`config.mk`:
```
export PLATFORM = sky130hd
export DESIGN_NAME = tmds_word_decoder
export DESIGN_NICKNAME = d
export VERILOG_FILES = /design/src/rtl/tmds_word_decoder.sv
export SDC_FILE = /design/constraint.sdc
export NUM_CORES = 1
export LEC_CHECK = 0
export ABC_AREA = 1
export BUFFER_PORTS_ARGS = -buffer_cell sky130_fd_sc_hd__buf_2
export CAP_MARGIN = 25
export CORE_ASPECT_RATIO = 0.75
export CORE_MARGIN = 1.5
export CORE_UTILIZATION = 63
export DETAILED_ROUTE_END_ITERATION = 10
export PLACE_DENSITY_LB_ADDON = 0.15
export SETUP_SLACK_MARGIN = 0.5
export SYNTH_ARGS = -nofsm -noshare
export SYNTH_HDL_FRONTEND = slang
export SYNTH_SLANG_ARGS = --single-unit
```
`constraint.sdc`:
```
create_clock -name clk -period 2.7 [get_ports clk]
set_clock_uncertainty 0.05 [all_clocks]
set_input_delay 0.54 -clock clk [delete_from_list [all_inputs] [get_ports clk]]
set_output_delay 0.54 -clock clk [all_outputs]
set_load 0.05 [all_outputs]
```
`src/rtl/tmds_word_decoder.sv`:
```
// tmds_word_decoder: finds word alignment of one TMDS channel from control
// token runs, then decodes each aligned word to pixel data or control.
module tmds_word_decoder #(
   parameter int CTRL_RUN      = 8,
   parameter int SEARCH_WINDOW = 2048
) (
   input  logic       clk,
   input  logic       rst_n,
   input  logic [9:0] tmds_in,
   output logic [7:0] data_out,
   output logic [1:0] ctrl_out,
   output logic       de,
   output logic       locked,
   output logic [3:0] slip
);

   localparam int TW = $clog2(SEARCH_WINDOW);
   localparam int RW = $clog2(CTRL_RUN + 1);

   typedef enum logic {
      SEARCH,
      LOCKED
   } state_t;

   state_t        state_q, state_d;
   logic [9:0]    w_prev_q;
   logic [9:0]    a_q, a_d;
   logic [19:0]   cat;
   logic [RW-1:0] run_q, run_d;
   logic [TW-1:0] timer_q, timer_d;
   logic [1:0]    hold_q, hold_d;
   logic [3:0]    slip_q, slip_d;
   logic [7:0]    data_q, data_d;
   logic [1:0]    ctrl_q, ctrl_d;
   logic          de_q, de_d;

   logic          is_ctrl;
   logic [1:0]    tok;
   logic [7:0]    dd, qd;
   logic          qual, expire, holding;

   assign cat = {tmds_in, w_prev_q};
   assign a_d = 10'(cat >> slip_q);

   always_comb begin
      is_ctrl = 1'b1;
      tok     = 2'b00;
      unique case (a_q)
         10'h354: tok = 2'b00;
         10'h0AB: tok = 2'b01;
         10'h154: tok = 2'b10;
         10'h2AB: tok = 2'b11;
         default: is_ctrl = 1'b0;
      endcase
   end

   always_comb begin
      qd    = '0;
      dd    = a_q[9] ? ~a_q[7:0] : a_q[7:0];
      qd[0] = dd[0];
      for (int i = 1; i < 8; i++) begin
         qd[i] = a_q[8] ? (dd[i] ^ dd[i-1])
                        : ~(dd[i] ^ dd[i-1]);
      end
   end

   // Words in the pipeline right after a slip are at the old rotation.
   assign holding = (hold_q != 2'd0);
   assign expire  = (timer_q == '1);
   assign qual    = !holding && is_ctrl &&
                    (run_q == RW'(CTRL_RUN - 1));

   always_comb begin
      state_d = state_q;
      slip_d  = slip_q;
      timer_d = timer_q + TW'(1);
      hold_d  = holding ? hold_q - 2'd1 : 2'd0;
      if (holding || !is_ctrl) begin
         run_d = '0;
      end else if (run_q == RW'(CTRL_RUN)) begin
         run_d = run_q;
      end else begin
         run_d = run_q + RW'(1);
      end
      unique case (state_q)
         SEARCH: begin
            if (qual) begin
               state_d = LOCKED;
               timer_d = '0;
            end else if (expire) begin
               slip_d  = (slip_q == 4'd9) ? 4'd0
                                          : slip_q + 4'd1;
               timer_d = '0;
               run_d   = '0;
               hold_d  = 2'd2;
            end
         end
         LOCKED: begin
            if (qual) begin
               timer_d = '0;
            end else if (expire) begin
               state_d = SEARCH;
               timer_d = '0;
               run_d   = '0;
            end
         end
      endcase
   end

   always_comb begin
      data_d = data_q;
      ctrl_d = ctrl_q;
      de_d   = 1'b0;
      if (is_ctrl) begin
         ctrl_d = tok;
      end else begin
         data_d = qd;
         de_d   = (state_d == LOCKED);
      end
   end

   always_ff @(posedge clk) begin
      if (!rst_n) begin
         state_q  <= SEARCH;
         w_prev_q <= '0;
         a_q      <= '0;
         run_q    <= '0;
         timer_q  <= '0;
         hold_q   <= '0;
         slip_q   <= '0;
         data_q   <= '0;
         ctrl_q   <= '0;
         de_q     <= 1'b0;
      end else begin
         state_q  <= state_d;
         w_prev_q <= tmds_in;
         a_q      <= a_d;
         run_q    <= run_d;
         timer_q  <= timer_d;
         hold_q   <= hold_d;
         slip_q   <= slip_d;
         data_q   <= data_d;
         ctrl_q   <= ctrl_d;
         de_q     <= de_d;
      end
   end

   assign data_out = data_q;
   assign ctrl_out = ctrl_q;
   assign de       = de_q;
   assign locked   = (state_q == LOCKED);
   assign slip     = slip_q;

endmodule
```
# Word level (Yosys, flattened, before mapping)
# Cells that the tools add are included.
[word_totals] wordCells=74 out_inout_bits=16 ff_bits=53
[op_classes] n_mux=23 n_eq_ne=8 n_shift=1 add_sub_neg=4 n_reduce_logical=10 bitwise=18
[ops] cell="$eq 10x10->1 const B" count=2
[ops] cell="$mux 4" count=5
[ops] cell="$shr 20x4->10" count=1
[ops] cell="$add 11x1->11 const B" count=1
[ops] cell="$eq 11x11->1 const B" count=1
[ops] cell="$mux 1" count=11
[ops] cell="$eq 10x8->1 const B" count=1
[ops] cell="$eq 10x9->1 const B" count=1
[ops] cell="$not 1->1" count=10
[ops] cell="$add 4x1->4 const B" count=2
[ops] cell="$eq 4x4->1 const B" count=2
[ops] cell="$mux 2" count=4
[ops] cell="$mux 8" count=1
[ops] cell="$not 8->8" count=1
[ops] cell="$xor 1x1->1" count=7
[ops] cell="$pmux 2 s3" count=1
[ops] cell="$eq 4x3->1 const B" count=1
[ops] cell="$reduce_or 4->1" count=1
[ops] cell="$reduce_and 3->1" count=1
[ops] cell="$reduce_or 3->1" count=1
[ops] cell="$logic_and 1x1->1" count=2
[ops] cell="$logic_not 1->1" count=2
[ops] cell="$pmux 1 s2" count=1
[ops] cell="$reduce_bool 2->1" count=1
[ops] cell="other kinds (3)" count=3

# Logic depth before layout (Yosys ltp)
[logic_depth] ltp_word=8 depth_mapped=11 ltp_nobuf=11

# Least setup slack after synthesis
# Ideal clock, no wire load.
[synth_path] kind="register to register" start="reg slip_q[0] (netlist: slip[0])" end="reg a_q[2]" stages_incl_launch_ff=9 path_slack_ps=957 t_required_ps=2522 path_buffers=1 setup_time_ps=128 period_less_slack_ps=1743 t_arrival_ps=1565 path_cell_list="dfxtp_1 -> inv_1 -> buf_2 -> o21ai_0 -> nand2_1 -> nand3_1 -> o21ai_0 -> a21oi_1 -> nor2_1"
[synth_via] elab_chain_len=1
[synth_rtl] element="from (decl)" line="32" rtl="logic [3:0] slip_q, slip_d;"
[synth_rtl] element="from (signal assigned)" line="141" rtl="slip_q <= slip_d;"
[synth_rtl] element="$shr 20x4->10" line="43" rtl="assign a_d = 10'(cat >> slip_q);"
[synth_rtl] element="to (signal assigned)" line="126" rtl="a_q <= '0;"
[synth_rtl] element="to (signal assigned)" line="137" rtl="a_q <= a_d;"
[synth_rtl] element="to (decl)" line="27" rtl="logic [9:0] a_q, a_d;"
# No other way between the ends.
# A chain may end at the register's enable or synchronous reset.

# Final worst setup path
[layout_path] start="reg slip_q[0] (netlist: slip[0])" end="reg a_q[9]"
# The elaborated chain is that of the path after synthesis.

==> impl.org <==
** Run status
- The run finished with clean final reports.

** Synthesis
- Cell variety after synth :: 38
- The Yosys step of the flow raised 0 warnings.
- In this run, synthesis produced a sequential element count of 53.
- Most repeated cell in the gate-level netlist after synthesis :: nand2_1
- Counting flops with an async set or reset pin after synthesis yields a share of 0%.
- Dividing the synthesized area by the synthesized cell count gives 6.973 µm².
- Synthesized net count :: ~430
- The synthesized design spends more area on one cell type than any other, namely dfxtp_1.
- After synthesis, the largest area contributor takes up 37.11% of total cell area.
- Instance count of the mapped netlist :: between 400 and 500
- Leading post-synthesis cells by instance count :: nand2_1 (110), dfxtp_1 (53), inv_1 (50), o21ai_0 (29), nor2_1 (28)
- Syn Std Cell Area :: ~2900 µm²
- Sequential-to-total area share from yosys stat :: roughly 37%
- Yosys attributes the largest share of cell area to dfxtp_1 (37%), nand2_1 (14%), inv_1 (6.6%), o21ai_0 (5.1%), a21oi_1 (4.2%).
- Primary flip-flop cell chosen by synthesis mapping :: dfxtp_1
- Yosys mapped a number of flops with a built-in enable equal to 0.

** Timing
- Summed over all failing endpoints, the final setup total negative slack is 0 ps.
- Setup slack after layout :: around 780 ps
- The final number of max-transition violations is 0.
- Hold Vio Cnt, Final :: 0
- Static timing analysis puts the maximum clock frequency at between 0.5 and 0.6 GHz.
- Number of endpoints failing setup at the final stage :: 0
- Shortest period the worst path allows :: about 1900 ps
- At the pin with the least slew margin, the transition time is roughly 570 ps.
- Setup repair after global routing left no endpoint under its margin.
- Fin crit share :: between 70% and 80%
- Worst slew slack as a fraction of its limit :: 61.68%

** Setup path
- Required time reported for the critical path endpoint :: around 2900 ps
- Cell with the largest stage delay on the worst path :: inv_1
- In this run the critical register-to-register path is captured at a_q[9].
- List of cells traversed by the critical path :: buf_4 -> inv_1 -> a21oi_1 -> nand2_1 -> nand2_1 -> o21ai_0 -> nand2_1 -> a21oi_1
- In this run the worst path has a maximum fanout of 24.
- The number of cells on the worst reg-to-reg path is 8.
- The worst register-to-register path begins at slip[0].
- For the worst setup path, the data arrival time is around 2100 ps.
- Across all register-to-register paths, the minimum setup slack is slightly below 800 ps.
- The most numerous cell type found on the critical path is nand2_1.
- The critical path is of the reg -> reg type.
- Critical Path Source Type :: flop
- Delay contributed by the slowest stage of the critical path :: between 400 and 500 ps
- Critical path capture point type :: flop

** Drt
- DRC viols :: 0
- The final route contains around 2500 vias.
- Wires add up to 5.790 mm.
- The first detailed-routing pass took 4 iterations.
- Antenna Nets Post-Route :: 0
- Routed len/inst :: 11.94 µm
- For this block, the initial DRC count from the detailed router was roughly 170.
- After detailed routing, the number of vias per cell comes to a little over 5.

** Floorplan
- The initial utilization of the core area, before any placement, comes to approximately 65%.
- Measured along the y axis, the die boundary spans between 60 and 70 µm.
- In this run the core area contains 21 standard-cell rows.
- Floorplan core area :: between 4000 and 5000 µm²
- Area of the die :: just under 5000 µm²
- Horizontal extent of the die :: 80.79 µm
- I/O pin count :: 28

** Clocking
- TritonCTS built the clock tree.
- The number of clock buffers added by TritonCTS is 5.
- Number of sinks handled by clock tree synthesis :: 53
- After clock tree synthesis, the flow added hold-fix buffers numbering 0.
- Clock slew at reported path FFs :: roughly 100 ps
- H-tree levels :: 2
- Clock root buffer master :: clkbuf_8
- Source-to-sink clock delay at the later pin of the worst-skew pair :: between 300 and 400 ps
- In this run the deepest clock path goes through 2 buffers.
- In this run, post-CTS repair resized a total of 0 instances.
- Post-CTS setup-driven buffer insertion count :: 0

** Power
- Fraction of power consumed by the clock network :: around 36%
- Per report_power, the combinational group accounts for 10.6% of the total.
- Overall power consumption after layout is estimated at 1.535 mW.
- For this design the static power due to leakage is ~1.5 nW.
- The internal portion of the total power is about 1.1 mW.
- Switch Pwr :: roughly 400 µW
- Sequential Power Share :: between 50% and 60%
- VDD sags by at most just over 400 µV.
- In this run switching power makes up approximately a quarter of total power.
- For this design the ratio of total power to cell area is approximately 500 nW/µm².

** Job
- Max-cap violations in this run came to 0.

** Placed design
- The congestion estimate from routability-driven global placement came to 1.025.
- Worst setup slack before clock tree synthesis :: approximately 830 ps
- IO Port Bufs :: 27
- Half-perimeter wire length after detailed placement :: around 4.2 mm

** GRT
- Global routing used roughly a quarter of the available tracks.
- Largest net degree at the start of global routing :: 28
- The initial antenna violation count was 0.
- First-pass GRT wire length :: between 9 and 10 mm
- The total overflow left after global routing is 0.
- The number of global-route vias before repair was 2083.

** Hold path
- Hold Path Stages :: 3
- The worst hold path terminates at w_prev_q[9].
- Worst hold path class :: in -> reg
- The startpoint identified for the worst hold timing path is tmds_in[9].

** Finish
- Final-stage net count :: ~440
- Layout Area Growth over Synthesis :: 7.921%
- Of the cells placed in the final design, the portion with a size suffix greater than 1 is between 15 and 20%.
- The number of antenna diodes in the final layout is 0.
-- cells by family (layout without fill, tap and decap cells) --
logic type,Yosys count,after routing,share of synthesized area (%)
AOI/OAI and AO/OA,65,65,12.04
xor gates and xnor gates,17,17,5.208
adders and majority gates,3,3,1.313
buffers and inverters,70,88,10.42
DFF,53,53,37.11
muxes,1,1,0.3501
and+or+nand+nor,201,201,33.57
-- stage by stage --
| stage | area (µm²) | instances | hold WS, ps | utilization [%] |
|---|---|---|---|---|
| after floorplan | 2859 | 410 | 377.7 | - |
| after global placement | 2974 | 477 | 388.6 | 67.38 |
| after global routing | 3085 | 485 | 395.4 | 69.90 |
| after detailed placement | 2974 | 477 | 393.0 | 67.38 |
| final | 3085 | 485 | 389.8 | 69.90 |
| after CTS | 3085 | 485 | 386.6 | 69.90 |
-- flip-flops by register name, indices dropped and copies added (netlist names) --
register and count:
w_prev_q 10, run_q 4, data_out 8, ctrl_out 2
a_q 10, slip 4, de 1, timer_q 11
locked 1, hold_q 2
-- worst max-delay path: cells and delay by family, from the launching register on --
family          cells  cell delay, ps
compound gates      3             570
flops               1             310
simple gates        3             280
buf+inv             2             640
-- cell type report --
cell class              instances  area [µm²]
inverters                      51       191.4
multi-input cells             287        1500
well taps                      57       71.32
fillers                       399        1329
clock inverters                 2       38.79
flip-flops and latches         53        1061
clock buffers                   6       72.57
repair buffers                 29       150.1
-- how the worst max path moves through the flow --
stage,from,endpoint,slack [ps],cells after the start
floorplan,slip[0],a_q[2],960,8
global placement,slip[0],a_q[9],840,8
detailed placement,slip[0],a_q[1],830,8
CTS,slip[0],a_q[4],810,8
global route,slip[0],a_q[5],590,6
finish,slip[0],a_q[9],780,8
-- per-layer routing --
metal	part of all wire, %	vias to the layer above	track usage, %	routed length [µm]
li1	-	1322	-	-
met1	52	1112	35.64	3017
met2	44	46	37.45	2535
met3	3.5	4	4.593	202
met4	0.60	0	6.158	35
met5	0	-	0	0
-- power by group through the flow --
stage / Combinational, mW / Clock [mW] / Sequential (mW)
final: 0.162 / 0.545 / 0.827
after global routing: 0.182 / 0.579 / 0.832
after CTS: 0.162 / 0.546 / 0.827
after detailed placement: 0.161 / 0 / 0.845
after global placement: 0.158 / 0 / 0.845
after floorplan: 0.0879 / 0 / 0.880
-- cell usage in the layout, fill, tap and decap left out, types with 2 or more instances in the layout --
| master | count |
|---|---|
| nand3b_1 | 2 |
| nand4_1 | 5 |
| nor2_1 | 28 |
| nand2_2 | 3 |
| nor3_1 | 2 |
| o21ai_1 | 5 |
| buf_4 | 2 |
| xor2_1 | 13 |
| nand3_1 | 24 |
| or2_2 | 7 |
| ha_1 | 3 |
| inv_1 | 50 |
| a211oi_1 | 2 |
| nor3_2 | 4 |
| and2_1 | 3 |
| a21oi_1 | 24 |
| nand2_1 | 110 |
| buf_2 | 27 |
| nor2_2 | 6 |
| clkbuf_8 | 5 |
| o21ai_0 | 29 |
| nand3_4 | 2 |
| xnor2_1 | 4 |
| dfxtp_1 | 53 |
Power figures use the tool's default switching activity.
